### config.mk
export PLATFORM = sky130hd
export DESIGN_NAME = fifo_arb
export DESIGN_NICKNAME = d
export VERILOG_FILES = /design/src/rtl/fifo_arb.sv
export SDC_FILE = /design/constraint.sdc
export NUM_CORES = 1
export LEC_CHECK = 0
export ABC_AREA = 1
export ABC_CLOCK_PERIOD_IN_PS = 1470
export BUFFER_PORTS_ARGS = -buffer_cell sky130_fd_sc_hd__buf_2
export CELL_PAD_IN_SITES_DETAIL_PLACEMENT = 1
export CELL_PAD_IN_SITES_GLOBAL_PLACEMENT = 2
export CORE_MARGIN = 3
export CORE_UTILIZATION = 19
export CTS_BUF_LIST = sky130_fd_sc_hd__clkbuf_4 sky130_fd_sc_hd__clkbuf_8
export CTS_CLUSTER_SIZE = 25
export DETAILED_ROUTE_END_ITERATION = 6
export GPL_TIMING_DRIVEN = 1
export PLACE_DENSITY_LB_ADDON = 0.1
export SYNTH_ARGS = -nofsm -noshare
export SYNTH_HDL_FRONTEND = slang
export SYNTH_SLANG_ARGS = --single-unit
### constraint.sdc
create_clock -name ck -period 1.47 [get_ports ck]
set_input_delay 0.294 -clock ck [delete_from_list [all_inputs] [get_ports ck]]
set_output_delay 0.294 -clock ck [all_outputs]
set_load 0.005 [all_outputs]
### src/rtl/fifo_arb.sv
// ============================================================================
// Module   : fifo_arb
// Purpose  : Two-producer burst-fair write arbiter with a single consumer read
//            path onto a registered-output FIFO. Macro FIFO_ARB_STAT_EN
//            enables the full-stall cycle counter.
// Revision : 1.0
// ============================================================================
`default_nettype none

module fifo_arb #(
  parameter int BURST = 4
) (
  input  logic        ck,
  input  logic        rst,
  input  logic        req0,
  input  logic        req1,
  input  logic [7:0]  din0,
  input  logic [7:0]  din1,
  output logic        ack0,
  output logic        ack1,
  output logic [7:0]  fifo_din,
  output logic        fifo_wen,
  input  logic        Ffull,
  input  logic        rd_req,
  output logic        fifo_ren,
  input  logic        Fempty,
  output logic        rd_valid,
  output logic [15:0] stall_cnt
);

  typedef enum logic [1:0] {
    IDLE = 2'd0,
    OWN0 = 2'd1,
    OWN1 = 2'd2
  } owner_t;

  localparam logic [3:0] c_burst = 4'(BURST);

  owner_t     r_owner;
  logic       r_rr;
  logic [3:0] r_cnt;
  logic       r_rd_valid;

  logic       w_sel;
  logic       w_sel_id;
  logic       w_burst_left;
  owner_t     w_sel_owner;

  assign w_burst_left = (r_cnt < c_burst);

  // The current owner keeps the grant until its burst is spent, unless the
  // other side is idle; otherwise fall back to the round-robin preference.
  always_comb begin
    w_sel    = 1'b0;
    w_sel_id = 1'b0;
    if (r_owner == OWN0 && req0 && (w_burst_left || !req1)) begin
      w_sel    = 1'b1;
      w_sel_id = 1'b0;
    end else if (r_owner == OWN1 && req1 && (w_burst_left || !req0)) begin
      w_sel    = 1'b1;
      w_sel_id = 1'b1;
    end else if (r_rr ? req1 : req0) begin
      w_sel    = 1'b1;
      w_sel_id = r_rr;
    end else if (r_rr ? req0 : req1) begin
      w_sel    = 1'b1;
      w_sel_id = ~r_rr;
    end
    if (!rst) begin
      w_sel = 1'b0;
    end
  end

  assign w_sel_owner = w_sel_id ? OWN1 : OWN0;
  assign fifo_wen    = w_sel & ~Ffull;
  assign fifo_din    = !w_sel ? 8'h00 : (w_sel_id ? din1 : din0);
  assign ack0        = fifo_wen & ~w_sel_id;
  assign ack1        = fifo_wen &  w_sel_id;
  assign fifo_ren    = rst & rd_req & ~Fempty;
  assign rd_valid    = r_rd_valid;

  // A blocked write (FIFO full) leaves owner, rr and cnt untouched so the
  // pending request is served intact once space frees up.
  always_ff @(posedge ck) begin
    if (!rst) begin
      r_owner    <= IDLE;
      r_rr       <= 1'b0;
      r_cnt      <= 4'd0;
      r_rd_valid <= 1'b0;
    end else begin
      r_rd_valid <= fifo_ren;
      if (fifo_wen) begin
        r_owner <= w_sel_owner;
        r_rr    <= ~w_sel_id;
        if (r_owner == w_sel_owner && w_burst_left) begin
          r_cnt <= r_cnt + 4'd1;
        end else begin
          r_cnt <= 4'd1;
        end
      end else if (!req0 && !req1) begin
        r_owner <= IDLE;
        r_cnt   <= 4'd0;
      end
    end
  end

`ifdef FIFO_ARB_STAT_EN
  logic [15:0] r_stall_cnt;

  always_ff @(posedge ck) begin
    if (!rst) begin
      r_stall_cnt <= 16'h0000;
    end else if ((req0 || req1) && Ffull && r_stall_cnt != 16'hFFFF) begin
      r_stall_cnt <= r_stall_cnt + 16'd1;
    end
  end

  assign stall_cnt = r_stall_cnt;
`else
  assign stall_cnt = 16'h0000;
`endif

endmodule

`default_nettype wire
Yosys cells after proc, flatten, opt, wreduce, memory -nomap -nowiden --
Cells that the tools add are included.
Cells by class: reduce and logical (&&, ||, !) cells 11, shift-type cells 0, mux-type cells 19, add/subtract/negate cells 1, divide/modulo/power cells 0, order comparisons 1, bitwise logic cells 9, eq/ne operators 3, multiply operators 0
Operators by type and width (count):
- two-way mux 8 bit | 2
- two-way mux 4 bit | 3
- two-way mux 1 bit | 11
- logical AND 1 bit | 6
- two-way mux 2 bit | 3
- AND 1 bit | 5
- adder 4 x 1 -> 4 bit (second input constant) | 1
- < comparator 4 x 3 -> 1 bit (second input constant) | 1
- inverter 1 bit | 4
- == test 2 x 1 -> 1 bit (second input constant) | 1
- == test 2 bit | 1
- == test 2 bit (second input constant) | 1
- zero test 1 bit | 2
- logical OR 1 bit | 2
- nonzero test 2 bit | 1
Storage, ports and cells: bits in read-only memories 0, logic and storage cells 48, bits in latches 0, register bits 8, RAM bits 0, memories 0

Longest topological paths before layout --
depth after elaboration 10, depth in mapped cells 10, mapped depth without buffers 10

Worst setup path after synthesis --
OpenSTA, ideal clock, no wires.
path type register -> output, from reg r_owner[0], to out fifo_din[0], arrival 1.052 ns, stages on the path, launching flop included 8, required time 1.176 ns, slack 0.124 ns, cells stage by stage dfxtp_1 > inv_1 > nand2_1 > o21ai_1 > nand3_2 > inv_1 > nand2_1 > a21oi_1
Between the ends: word-level cells in the longest chain between the ends 7
RTL lines:
- start, declared | line 39 | owner_t r_owner;
- start signal, assigned | line 93 | r_owner <= w_sel_owner;
- == test 2 bit | line 59 | end else if (r_owner == OWN1 && req1 && (w_burst_left || !req0)) begin
- logical AND 1 bit (2 in series) | line 59
- two-way mux 1 bit | line 59
- two-way mux 1 bit | line 56 | if (r_owner == OWN0 && req0 && (w_burst_left || !req1)) begin
- two-way mux 8 bit or two-way mux 1 bit (tied branches) | line 76, 69
- two-way mux 8 bit (*) | line 76 | assign fifo_din = !w_sel ? 8'h00 : (w_sel_id ? din1 : din0);
- end, declared | line 21 | output logic [7:0] fifo_din,
Every way passes the cells marked *; elsewhere a longest branch is shown, timed or not.

Worst setup path in the final report --
from reg r_owner[0], to out fifo_din[2]
Same word-level chain as after synthesis.

==> flow_results.xml <==
<?xml version="1.0" encoding="UTF-8"?>
<metrics>
  <group name="die">
    <metric name="io-pin-count" unit="">52</metric>
    <metric name="floorplan.initialDensity" unit="%">20.0</metric>
    <metric name="core_area" unit="µm²">3390</metric>
    <metric name="die_width" unit="µm">65.7</metric>
    <metric name="die_h" unit="µm">65.7</metric>
    <metric name="floorplan.die_area" unit="µm²">4320</metric>
    <metric name="row_count" unit="">21</metric>
  </group>
  <group name="detailed_routing">
    <metric name="via_count" unit="">824</metric>
    <metric name="first_pass_iters" unit="">2</metric>
    <metric name="1st_iter_drt_viols" unit="">2</metric>
    <metric name="route.detailed.wl_per_inst" unit="µm">11.3</metric>
    <metric name="drt.antenna.violating_nets" unit="">0</metric>
    <metric name="route.detailed.drc" unit="">0</metric>
    <metric name="route.final.wire_length" unit="mm">2.30</metric>
    <metric name="route.detailed.vias_per_inst" unit="">4.04</metric>
  </group>
  <group name="sta">
    <metric name="fin_tns_setup" unit="ns">-2.51</metric>
    <metric name="total_count_of_max_transition_violations_in_the_final_report" unit="">0</metric>
    <metric name="finalHoldWorstSlack" unit="ns">0.210</metric>
    <metric name="finalSetupViolations" unit="">10</metric>
    <metric name="fin_worst_skew" unit="ns">0.00452</metric>
    <metric name="layout_min_cycle_time" unit="ns">1.76</metric>
    <metric name="finalHoldViolCount" unit="">0</metric>
    <metric name="rsz_0062_raised_after_global_routing" unit="">yes</metric>
    <metric name="max_freq" unit="MHz">569</metric>
    <metric name="final.period_utilization" unit="%">119</metric>
    <metric name="finalWorstSetupSlack" unit="ns">-0.286</metric>
  </group>
  <group name="clocking">
    <metric name="clock-root-buffer" unit="">clkbuf_4</metric>
    <metric name="tritoncts" unit="">yes</metric>
    <metric name="cts_hold_buffers" unit="">0</metric>
    <metric name="clock_insertion_delay_worst_skew" unit="ns">0.25</metric>
    <metric name="clk_pin_slew_worst_paths" unit="ns">0.05</metric>
    <metric name="clock_sinks" unit="">8</metric>
    <metric name="htreeDepth" unit="">1</metric>
    <metric name="cts-root-to-sink-buffers" unit="">2</metric>
    <metric name="cts_inserted_buffers" unit="">3</metric>
  </group>
  <group name="cells_and_area">
    <metric name="area_growth_syn_to_layout" unit="%">72.5</metric>
    <metric name="postLayoutCoreUtil" unit="%">34.5</metric>
    <metric name="final_cell_mix" unit="">35 x buf_2, 17 x buf_4, 16 x conb_1</metric>
    <metric name="multi_input_area" unit="µm²">543</metric>
    <metric name="number_of_nets_in_the_layout" unit="">184</metric>
    <metric name="sequential_cell_area" unit="µm²">165</metric>
    <metric name="stdcell_count" unit="">204</metric>
    <metric name="layout_cell_share_with_drive_strength_beyond_1" unit="%">65.8</metric>
    <metric name="num-fill-cells" unit="">431</metric>
    <metric name="insertedDiodeCount" unit="">0</metric>
    <metric name="layout_commonest_cell" unit="">buf_2</metric>
  </group>
  <group name="power_and_ir_drop">
    <metric name="post-layout-total-power" unit="µW">662</metric>
    <metric name="comb_pwr_share" unit="%">39.9</metric>
    <metric name="leakage" unit="µW">0.000594</metric>
    <metric name="power_switching_share" unit="%">33.7</metric>
    <metric name="worst_ir_drop_vdd" unit="mV">0.293</metric>
    <metric name="cellInternalPower" unit="µW">438</metric>
    <metric name="netSwitchingPower" unit="µW">223</metric>
    <metric name="pwr-share-clk" unit="%">25.1</metric>
    <metric name="sequentialPowerShare" unit="%">35.0</metric>
    <metric name="cellPowerDensity" unit="nW/µm²">565</metric>
  </group>
  <group name="synth">
    <metric name="netlist-cell-type-count" unit="">20</metric>
    <metric name="syn-cell-area" unit="µm²">678</metric>
    <metric name="synth-xor-area-share" unit="%">0</metric>
    <metric name="synth_compound_gate_area_share" unit="%">15.9</metric>
    <metric name="synth_simple_gate_area_share" unit="%">32.1</metric>
    <metric name="postSynthRegisterBits" unit="">8</metric>
    <metric name="yosysSeqAreaShare" unit="%">23.6</metric>
    <metric name="synth.avg_cell_area" unit="µm²">6.58</metric>
    <metric name="yosys.area_share.adder" unit="%">1.85</metric>
    <metric name="synth_top_family_by_area" unit="">simple AND/OR/NAND/NOR gates</metric>
    <metric name="multiplexer_share_of_the_synthesized_area" unit="%">0</metric>
    <metric name="syn-instance-count" unit="">103</metric>
    <metric name="synth_warnings" unit="">0</metric>
  </group>
  <group name="setup_path">
    <metric name="category_of_the_worst_setup_path_launch_point" unit="">flip-flop</metric>
    <metric name="timing.setup.critical_path_class" unit="">flip-flop to output port</metric>
    <metric name="endpoint_kind" unit="">output port</metric>
    <metric name="cp_data_required_time" unit="ns">1.18</metric>
    <metric name="timing.critical_path.fanout_max" unit="">8</metric>
    <metric name="cp_data_arrival_time" unit="ns">1.46</metric>
    <metric name="reg2reg_depth" unit="">9</metric>
  </group>
  <group name="placed_design">
    <metric name="portBuffers" unit="">35</metric>
    <metric name="place.detailed.instances" unit="">195</metric>
    <metric name="hpwlAfterDp" unit="mm">1.82</metric>
    <metric name="place.gp.congestion" unit="">0.761</metric>
  </group>
  <group name="global_routing">
    <metric name="grt_overflow" unit="">0</metric>
    <metric name="first_global_vias" unit="">811</metric>
    <metric name="grt_start_max_net_pins" unit="">9</metric>
    <metric name="grt_first_pass_wirelength" unit="mm">3.53</metric>
    <metric name="grt_antenna_before_repair" unit="">0</metric>
    <metric name="groute.usage.overall" unit="%">10.5</metric>
  </group>
  <group name="run">
    <metric name="cap_violations" unit="">0</metric>
  </group>
  <group name="hold_path">
    <metric name="hold_depth" unit="">2</metric>
    <metric name="holdCritPathClass" unit="">input port to flip-flop</metric>
  </group>
  <group name="run_status">
    <metric name="failed_checks" unit="">negative setup slack</metric>
    <metric name="outcome" unit="">finished with violations</metric>
  </group>
</metrics>
[timing repair]
| action | 4_1_cts | 5_1_grt |
|---|---|---|
| endpoints found under the setup margin | 10 | 11 |
| buffers inserted | 3 | 3 |
| pin swaps | 7 | 10 |
| gates resized for setup | 27 | 28 |
[worst max-delay path, cell delays in order, from the launching register on]
cell and delay (ns):
dfxtp_2 0.33, inv_4 0.07, nand2_4 0.06, o21ai_4 0.17
nand3_4 0.13, inv_6 0.12, nand2_2 0.05, a21oi_2 0.13
buf_2 0.13
[final cells by class]
type,count,area share (%)
multi-input combinational,81,46.4
timing repair buffer,54,28.1
sequential,8,14.1
tap,46,4.92
inverter,12,4.49
clock buffer,3,1.93
[flip-flops by register name, summed over array words and instances (netlist names)]
name      cells
r_cnt         4
r_owner       2
r_rr          1
rd_valid      1
[cell families after synthesis]
group	Yosys count
AO/OA/AOI/OAI	17
adder cells (fa/ha/maj)	1
buffers and inverters	29
flip-flops	8
other	1
AND/OR/NAND/NOR	47
[synthesized netlist by cell type]
master,count,area share [%]
a21oi_4,1,2.4
conb_1,1,0.55
o21ai_1,1,0.74
dfxtp_1,8,24
nor2_2,1,0.92
nand2_1,28,15
buf_6,1,1.7
nor2_1,7,3.9
o21ai_0,1,0.74
inv_1,10,5.5
a21oi_1,13,9.6
ha_1,1,1.8
buf_4,16,18
nand2_2,1,0.92
inv_2,2,1.1
nand3_1,5,3.7
nand3_2,1,1.5
o21ai_4,1,2.4
nor2_8,1,3.0
nand4_1,3,2.8
[final timing paths]
kind	startpoint	end	slack, ns
max	r_owner[0]	fifo_din[2]	-0.29
min	Fempty	rd_valid	0.21
max reg2reg	r_owner[0]	r_owner[0]	0.10
min reg2reg	r_cnt[3]	r_cnt[3]	0.49
[per-stage QoR]
stage,cell area (µm²),setup slack [ns]
after floorplan,734,0.124
after global placement,933,-0.0917
after detailed placement,933,-0.186
after CTS,1060,-0.273
after global routing,1170,-0.389
final,1170,-0.286
[power by group through the flow]
stage	combinational (µW)	clock [µW]	sequential, µW
floorplan	127	0	233
global placement	195	0	233
detailed placement	198	0	234
CTS	227	180	231
global route	292	191	232
finish	264	166	232
[metal layers]
layer  share of wire (%)  GRT usage (%)  vias up  routed length (µm)
li1                    -              -      409                   -
met2                  54           20.0       34                1240
met4                 1.7           4.92        0                  40
met1                  35           10.4      377                 807
met5                   0              0        -                   0
met3                 9.1           2.56        4                 210
No activity file was read; power rests on OpenSTA's default activity.
